===== src/rtl/demultiplexer_5ch_pkg.sv =====
`default_nettype none
// +-----------------------------------------------------------------------+
// | demultiplexer_5ch_pkg                                                 |
// | Channel codes, slot state encoding and select helper for the demux.   |
// | Revision: 1.0                                                         |
// +-----------------------------------------------------------------------+
package demultiplexer_5ch_pkg;

  localparam int NUM_CH = 5;

  localparam logic [2:0] CH_A = 3'd0;
  localparam logic [2:0] CH_B = 3'd1;
  localparam logic [2:0] CH_C = 3'd2;
  localparam logic [2:0] CH_D = 3'd3;
  localparam logic [2:0] CH_E = 3'd4;

  typedef enum logic [0:0] {
    SLOT_EMPTY = 1'b0,
    SLOT_FULL  = 1'b1
  } slot_state_t;

  // Codes above CH_E name no slot; such words are dropped and counted.
  function automatic logic sel_is_valid(input logic [2:0] sel);
    return (sel <= CH_E);
  endfunction

endpackage
`default_nettype wire


===== src/rtl/demultiplexer_5ch_if.sv =====
`default_nettype none
// +-----------------------------------------------------------------------+
// | demultiplexer_5ch_if                                                  |
// | Input word handshake, five output slot handshakes and error status.   |
// | Revision: 1.0                                                         |
// +-----------------------------------------------------------------------+
interface demultiplexer_5ch_if #(
  parameter int word_size = 8,
  parameter int cnt_width = 8
);

  logic [word_size-1:0] data_in;
  logic [2:0]           sel;
  logic                 in_valid;
  logic                 in_ready;
  logic [word_size-1:0] data_a;
  logic [word_size-1:0] data_b;
  logic [word_size-1:0] data_c;
  logic [word_size-1:0] data_d;
  logic [word_size-1:0] data_e;
  logic [4:0]           out_valid;
  logic [4:0]           out_ready;
  logic                 clr_err;
  logic                 sel_err;
  logic [cnt_width-1:0] drop_cnt;

  modport master (
    output data_in, sel, in_valid, out_ready, clr_err,
    input  in_ready, data_a, data_b, data_c, data_d, data_e,
           out_valid, sel_err, drop_cnt
  );

  modport slave (
    input  data_in, sel, in_valid, out_ready, clr_err,
    output in_ready, data_a, data_b, data_c, data_d, data_e,
           out_valid, sel_err, drop_cnt
  );

endinterface
`default_nettype wire


===== src/rtl/demultiplexer_5ch_ch_slot.sv =====
`default_nettype none
// +-----------------------------------------------------------------------+
// | demux_ch_slot                                                         |
// | One-deep output slot with valid/ready drain; a load beats a drain.    |
// | Revision: 1.0                                                         |
// +-----------------------------------------------------------------------+
module demux_ch_slot
  import demultiplexer_5ch_pkg::*;
#(
  parameter int word_size = 8
) (
  input  logic                 clk,
  input  logic                 rst_n,
  input  logic                 load,
  input  logic [word_size-1:0] load_data,
  input  logic                 drain_ready,
  output logic [word_size-1:0] data,
  output logic                 valid
);

  slot_state_t          r_state;
  slot_state_t          w_state_nxt;
  logic [word_size-1:0] r_data;

  always_ff @(posedge clk) begin
    if (!rst_n) begin
      r_state <= SLOT_EMPTY;
    end else begin
      r_state <= w_state_nxt;
    end
  end

  always_comb begin
    w_state_nxt = r_state;
    case (r_state)
      SLOT_EMPTY: if (load) w_state_nxt = SLOT_FULL;
      SLOT_FULL:  if (!load && drain_ready) w_state_nxt = SLOT_EMPTY;
      default:    w_state_nxt = SLOT_EMPTY;
    endcase
  end

  // Data is kept after a drain; only a load or reset changes it.
  always_ff @(posedge clk) begin
    if (!rst_n) begin
      r_data <= '0;
    end else if (load) begin
      r_data <= load_data;
    end
  end

  assign data  = r_data;
  assign valid = (r_state == SLOT_FULL);

endmodule
`default_nettype wire


===== src/rtl/demultiplexer_5ch.sv =====
`default_nettype none
// +-----------------------------------------------------------------------+
// | demultiplexer_5ch                                                     |
// | Registered 1-to-5 word distributor with drop tracking for bad sel.    |
// | Revision: 1.0                                                         |
// +-----------------------------------------------------------------------+
module demultiplexer_5ch
  import demultiplexer_5ch_pkg::*;
#(
  parameter int word_size = 8,
  parameter int cnt_width = 8
) (
  input  logic                clk,
  input  logic                rst_n,
  demultiplexer_5ch_if.slave  bus
);

  localparam logic [cnt_width-1:0] c_cnt_max = '1;

  logic [NUM_CH-1:0]    w_load;
  logic [NUM_CH-1:0]    w_valid;
  logic [NUM_CH-1:0]    w_ch_ready;
  logic [word_size-1:0] w_data [NUM_CH];
  logic                 w_in_ready;
  logic                 w_accept;
  logic                 w_drop;
  logic                 r_sel_err;
  logic [cnt_width-1:0] r_drop_cnt;

  assign w_ch_ready = ~w_valid | bus.out_ready;

  // Ready depends only on the addressed slot; invalid codes are always taken.
  always_comb begin
    w_in_ready = 1'b1;
    for (int k = 0; k < NUM_CH; k++) begin
      if (bus.sel == 3'(k)) w_in_ready = w_ch_ready[k];
    end
  end

  assign w_accept = bus.in_valid && w_in_ready;
  assign w_drop   = w_accept && !sel_is_valid(bus.sel);

  generate
    for (genvar k = 0; k < NUM_CH; k++) begin : g_ch
      assign w_load[k] = w_accept && (bus.sel == 3'(k));

      demux_ch_slot #(
        .word_size (word_size)
      ) u_slot (
        .clk         (clk),
        .rst_n       (rst_n),
        .load        (w_load[k]),
        .load_data   (bus.data_in),
        .drain_ready (bus.out_ready[k]),
        .data        (w_data[k]),
        .valid       (w_valid[k])
      );
    end
  endgenerate

  // A drop in the same cycle as a clear wins, leaving a count of one.
  always_ff @(posedge clk) begin
    if (!rst_n) begin
      r_sel_err  <= 1'b0;
      r_drop_cnt <= '0;
    end else if (w_drop) begin
      r_sel_err <= 1'b1;
      if (bus.clr_err) begin
        r_drop_cnt <= cnt_width'(1);
      end else if (r_drop_cnt != c_cnt_max) begin
        r_drop_cnt <= r_drop_cnt + 1'b1;
      end
    end else if (bus.clr_err) begin
      r_sel_err  <= 1'b0;
      r_drop_cnt <= '0;
    end
  end

  assign bus.in_ready  = w_in_ready;
  assign bus.out_valid = w_valid;
  assign bus.data_a    = w_data[CH_A];
  assign bus.data_b    = w_data[CH_B];
  assign bus.data_c    = w_data[CH_C];
  assign bus.data_d    = w_data[CH_D];
  assign bus.data_e    = w_data[CH_E];
  assign bus.sel_err   = r_sel_err;
  assign bus.drop_cnt  = r_drop_cnt;

endmodule
`default_nettype wire


===== src/flat_wrapper.sv =====
// flat-port wrapper written by rule: the top's interface ports become plain ports
module demultiplexer_5ch_flat import demultiplexer_5ch_pkg::*;
#(
  parameter int word_size = 8,
  parameter int cnt_width = 8
)
  (clk, rst_n, bus_data_in, bus_sel, bus_in_valid, bus_out_ready, bus_clr_err, bus_in_ready, bus_data_a, bus_data_b, bus_data_c, bus_data_d, bus_data_e, bus_out_valid, bus_sel_err, bus_drop_cnt);
  demultiplexer_5ch_if #(.word_size(word_size), .cnt_width(cnt_width)) bus_i ();
  input  logic clk;
  input  logic rst_n;
  input wire logic [$bits(bus_i.data_in)-1:0] bus_data_in;
  input wire logic [$bits(bus_i.sel)-1:0] bus_sel;
  input wire logic [$bits(bus_i.in_valid)-1:0] bus_in_valid;
  input wire logic [$bits(bus_i.out_ready)-1:0] bus_out_ready;
  input wire logic [$bits(bus_i.clr_err)-1:0] bus_clr_err;
  output wire logic [$bits(bus_i.in_ready)-1:0] bus_in_ready;
  output wire logic [$bits(bus_i.data_a)-1:0] bus_data_a;
  output wire logic [$bits(bus_i.data_b)-1:0] bus_data_b;
  output wire logic [$bits(bus_i.data_c)-1:0] bus_data_c;
  output wire logic [$bits(bus_i.data_d)-1:0] bus_data_d;
  output wire logic [$bits(bus_i.data_e)-1:0] bus_data_e;
  output wire logic [$bits(bus_i.out_valid)-1:0] bus_out_valid;
  output wire logic [$bits(bus_i.sel_err)-1:0] bus_sel_err;
  output wire logic [$bits(bus_i.drop_cnt)-1:0] bus_drop_cnt;
  assign bus_i.data_in = bus_data_in;
  assign bus_i.sel = bus_sel;
  assign bus_i.in_valid = bus_in_valid;
  assign bus_i.out_ready = bus_out_ready;
  assign bus_i.clr_err = bus_clr_err;
  assign bus_in_ready = bus_i.in_ready;
  assign bus_data_a = bus_i.data_a;
  assign bus_data_b = bus_i.data_b;
  assign bus_data_c = bus_i.data_c;
  assign bus_data_d = bus_i.data_d;
  assign bus_data_e = bus_i.data_e;
  assign bus_out_valid = bus_i.out_valid;
  assign bus_sel_err = bus_i.sel_err;
  assign bus_drop_cnt = bus_i.drop_cnt;
  demultiplexer_5ch #(.word_size(word_size), .cnt_width(cnt_width)) u_core (.clk(clk), .rst_n(rst_n), .bus(bus_i));
endmodule

===== config.mk =====
export PLATFORM = sky130hd
export DESIGN_NAME = demultiplexer_5ch_flat
export DESIGN_NICKNAME = d
export VERILOG_FILES = /design/src/rtl/demultiplexer_5ch_pkg.sv /design/src/rtl/demultiplexer_5ch_if.sv /design/src/rtl/demultiplexer_5ch_ch_slot.sv /design/src/rtl/demultiplexer_5ch.sv /design/src/flat_wrapper.sv
export SDC_FILE = /design/constraint.sdc
export NUM_CORES = 1
export LEC_CHECK = 0
export CAP_MARGIN = 15
export CORE_MARGIN = 2
export CORE_UTILIZATION = 31
export CTS_BUF_LIST = sky130_fd_sc_hd__clkbuf_16
export DETAILED_ROUTE_END_ITERATION = 8
export GPL_TIMING_DRIVEN = 0
export PLACE_DENSITY_LB_ADDON = 0.08
export SYNTH_ARGS = -nofsm -noshare
export SYNTH_HDL_FRONTEND = slang
export SYNTH_SLANG_ARGS = --single-unit

===== constraint.sdc =====
create_clock -name clk -period 1.5 [get_ports clk]
set_clock_uncertainty 0.2 [all_clocks]
set_input_delay 0.225 -clock clk [delete_from_list [all_inputs] [get_ports clk]]
set_output_delay 0.225 -clock clk [all_outputs]
set_load 0.02 [all_outputs]

==> impl_metrics.env <==
export IMPL_outcome="finished, violations left"
export IMPL_failed_checks="negative setup slack"
export IMPL_async_flop_share_pct=0
export IMPL_synth_edff_count=0
export IMPL_post_drt_via_cell_ratio=4.40
export IMPL_total_of_flip_flops_plus_latches_after_synthesis=54
export IMPL_ant_nets=0
export IMPL_cts_root_buffer="clkbuf_16"
export IMPL_io_port_bufs=73
export IMPL_cpPeakStageDelay_ns=0.36
export IMPL_post_synth_cell_area_avg_um2=10.7
export IMPL_totalNegativeSetupSlack_ns=-0.223
export IMPL_floorplan_io_pins=75
export IMPL_clock_tree_htree_level_count=2
export IMPL_slew_violations=0
export IMPL_critPathLaunchType="flip-flop"
export IMPL_grt_max_degree=18
export IMPL_fin_crit_ns=1.72
export IMPL_placedInstanceArea_um2=3130
export IMPL_synth_nets=233
export IMPL_leakage_dissipation_nw=1.68
export IMPL_floorplan_die_area_um2=7990
export IMPL_globalplace_congestion=0.774
export IMPL_net_count_final=323
export IMPL_crit_path_end_kind="primary output"
export IMPL_netlist_area_um2=2260
export IMPL_insertedDiodeCount=0
export IMPL_layout_cell_area_non_filler_um2=3420
export IMPL_syn_to_final_growth_pct=51.4
export IMPL_cts_tree="built"
export IMPL_timing_final_crit_share_pct=115
export IMPL_fraction_of_final_layout_cells_sized_beyond_drive_strength_1_pct=21.5
export IMPL_biggest_fanout_along_the_worst_timing_path=2
export IMPL_worst_slew_pin_transition_ns=0.463
export IMPL_worst_endpoint_arrival_ns=1.30
export IMPL_drt_pass1_iterations=4
export IMPL_floorplan_initialDensity_pct=31.7
export IMPL_yosys_warnings=0
export IMPL_critical_path_s_slowest_cell="dfxtp_2"
export IMPL_global_route_wire_length_before_repair_um=8420
export IMPL_first_global_vias=1586
export IMPL_synth_cells=212
export IMPL_slew_limit_headroom_pct=69.1
export IMPL_totalWireLength_um=5760
export IMPL_clock_sinks=54
export IMPL_synth_seq_area_share_pct=47.8
export IMPL_setup_viol=1
export IMPL_power_density_nw_per_um2=858
export IMPL_min_setup_slack_post_route_ns=-0.223
export IMPL_clk_pin_slew_worst_paths_ns=0.07
export IMPL_half_perimeter_wire_length_after_detailed_placement_um=3820
export IMPL_route_vias_total=1767
export IMPL_cts_hold_repair_buffers=0
export IMPL_route_detailed_wl_per_inst_um=14.3
export IMPL_floorplan_die_width_um=89.4
export IMPL_initialDrtViolationCount=40
export IMPL_critPathKind="flip-flop to primary output"
export IMPL_groute_usage_overall_pct=14.1
export IMPL_max_cap_violations=0
export IMPL_cts_buffers_inserted=5
export IMPL_drt_drc_violations_left=0
export IMPL_synth_top_flop_cell="dfxtp_1"
export IMPL_core_region_area_um2=7140
export IMPL_overflow=0
export IMPL_critPathRequiredTime_ns=1.07
export IMPL_design_power_total_mw=2.94
export IMPL_rsz0062_at_grt="true"
export IMPL_die_height_um=89.4
export IMPL_yosysUniqueCellTypes=35
export IMPL_clk_latency_ns=0.29
export IMPL_min_delay_path_class="input pin to flip-flop"
export IMPL_clock_fmax_mhz=580
export IMPL_grt_antenna_before_repair=0
export IMPL_worstPathCellList="nand2b_4 > mux2_4 > o21ai_2 > o21ai_1 > buf_4"
export IMPL_final_hold_fails=0
export IMPL_clockBufferDepth=2
export IMPL_power_ir_vdd_worst_mv=0.495
export IMPL_num_rows=31
[critical path: cells and delay by family (launching register included)]
| family | cells | cell delay, ns |
|---|---|---|
| compound gates | 2 | 0.16 |
| buf+inv | 1 | 0.16 |
| flops | 1 | 0.36 |
| mux | 1 | 0.27 |
| simple gates | 1 | 0.06 |
[metrics by stage]
step,setup slack (ns),std cells,hold WS (ns),utilization [%]
after CTS,-0.253,398,0.154,46.7
final,-0.223,402,0.151,47.9
after floorplan,0.000526,212,0.191,-
after global routing,-0.290,402,0.169,47.9
after detailed placement,-0.896,384,0.306,43.9
after global placement,-0.907,384,0.293,43.9
[Yosys cell counts, types with 2 or more instances]
cell | number | area [um2]
o21ai_1 | 3 | 15.0
nor2b_1 | 42 | 263
a21boi_1 | 4 | 30.0
nand3_1 | 3 | 15.0
mux2_2 | 2 | 22.5
nor2_1 | 6 | 22.5
dfxtp_1 | 54 | 1080
o211ai_1 | 2 | 15.0
xor2_1 | 4 | 35.0
nand4_1 | 3 | 18.8
buf_2 | 4 | 20.0
nand2_1 | 4 | 15.0
nand2b_1 | 4 | 25.0
o21ai_0 | 3 | 15.0
mux2i_1 | 41 | 410
buf_4 | 6 | 45.0
or3_1 | 2 | 12.5
clkbuf_1 | 5 | 18.8
a21oi_1 | 4 | 20.0
[per-layer routing]
layer / track usage [%] / part of all wire [%] / vias up
li1: - / - / 906
met3: 4.71 / 6.4 / 5
met1: 20.2 / 49 / 807
met4: 3.26 / 0.95 / 0
met2: 20.7 / 44 / 49
met5: 0 / 0 / -
[registers in the layout, indices dropped and copies added (netlist names)]
signal and count:
u_core.g_ch.u_slot.data 40, u_core.g_ch.u_slot.valid 5, u_core.bus.sel_err 1, u_core.bus.drop_cnt 8
[power breakdown]
group | leakage (nW) | internal, mW | total [mW] | switching, mW
Sequential | 0.444 | 1.46 | 1.47 | 0.0173
Clock | 0.0714 | 0.620 | 1.16 | 0.536
Combinational | 1.16 | 0.151 | 0.306 | 0.155
[area by class of cell]
| class | instances | area, um2 |
|---|---|---|
| multi-input cells | 142 | 1200 |
| clock inverters | 3 | 21.3 |
| inverters | 1 | 3.75 |
| clock buffers | 5 | 125 |
| plain buffers | 15 | 113 |
| fillers | 728 | 3720 |
| well taps | 99 | 124 |
| flip-flops and latches | 54 | 1110 |
| repair buffers | 83 | 724 |
[cells in the final DEF (no fill, tap or decap), drive strengths merged, types with 2 or more instances in the layout]
cell and count:
buf 22, mux2i 41, nand2b 4, nand2 4, a21boi 4, dlygate4sd2 54, nand4 4, clkbuf 13
nand3 3, dfxtp 54, clkdlybuf4s50 9, o211ai 3, mux2 2, clkinv 3, o21ai 6, nor2 6
xor2 4, clkdlybuf4s15 5, or3 2, a21oi 4, nor2b 43
[path summary, 6_finish.rpt]
kind	start	endpoint	slack [ns]	cells past startpoint
setup reg to reg	u_core.g_ch[2].u_slot.valid	u_core.g_ch[2].u_slot.data[7]	0	5
hold / removal	rst_n	u_core.g_ch[2].u_slot.valid	0.15	2
hold reg to reg	u_core.g_ch[0].u_slot.data[4]	u_core.g_ch[0].u_slot.data[4]	0.31	2
setup / recovery	u_core.g_ch[0].u_slot.valid	bus_in_ready	-0.22	5
[what timing repair did]
item / in CTS / in global routing
resized for setup: 97 / 26
gates cloned: 1 / 1
pin swaps: 5 / 5
setup buffers: 5 / 4
endpoints found under the setup margin: 103 / 34
[cell families (layout without fill, tap and decap cells)]
family,after synthesis,count (layout),share of synthesized area (%)
adders and majority gates,1,1,0.554
xor gates and xnor gates,4,4,1.55
DFF,54,54,47.8
buffers and inverters,16,107,3.88
AOI/OAI and AO/OA,22,22,7.42
muxes,43,43,19.2
and+or+nand+nor,72,72,19.6
Power figures use the tool's default switching activity.
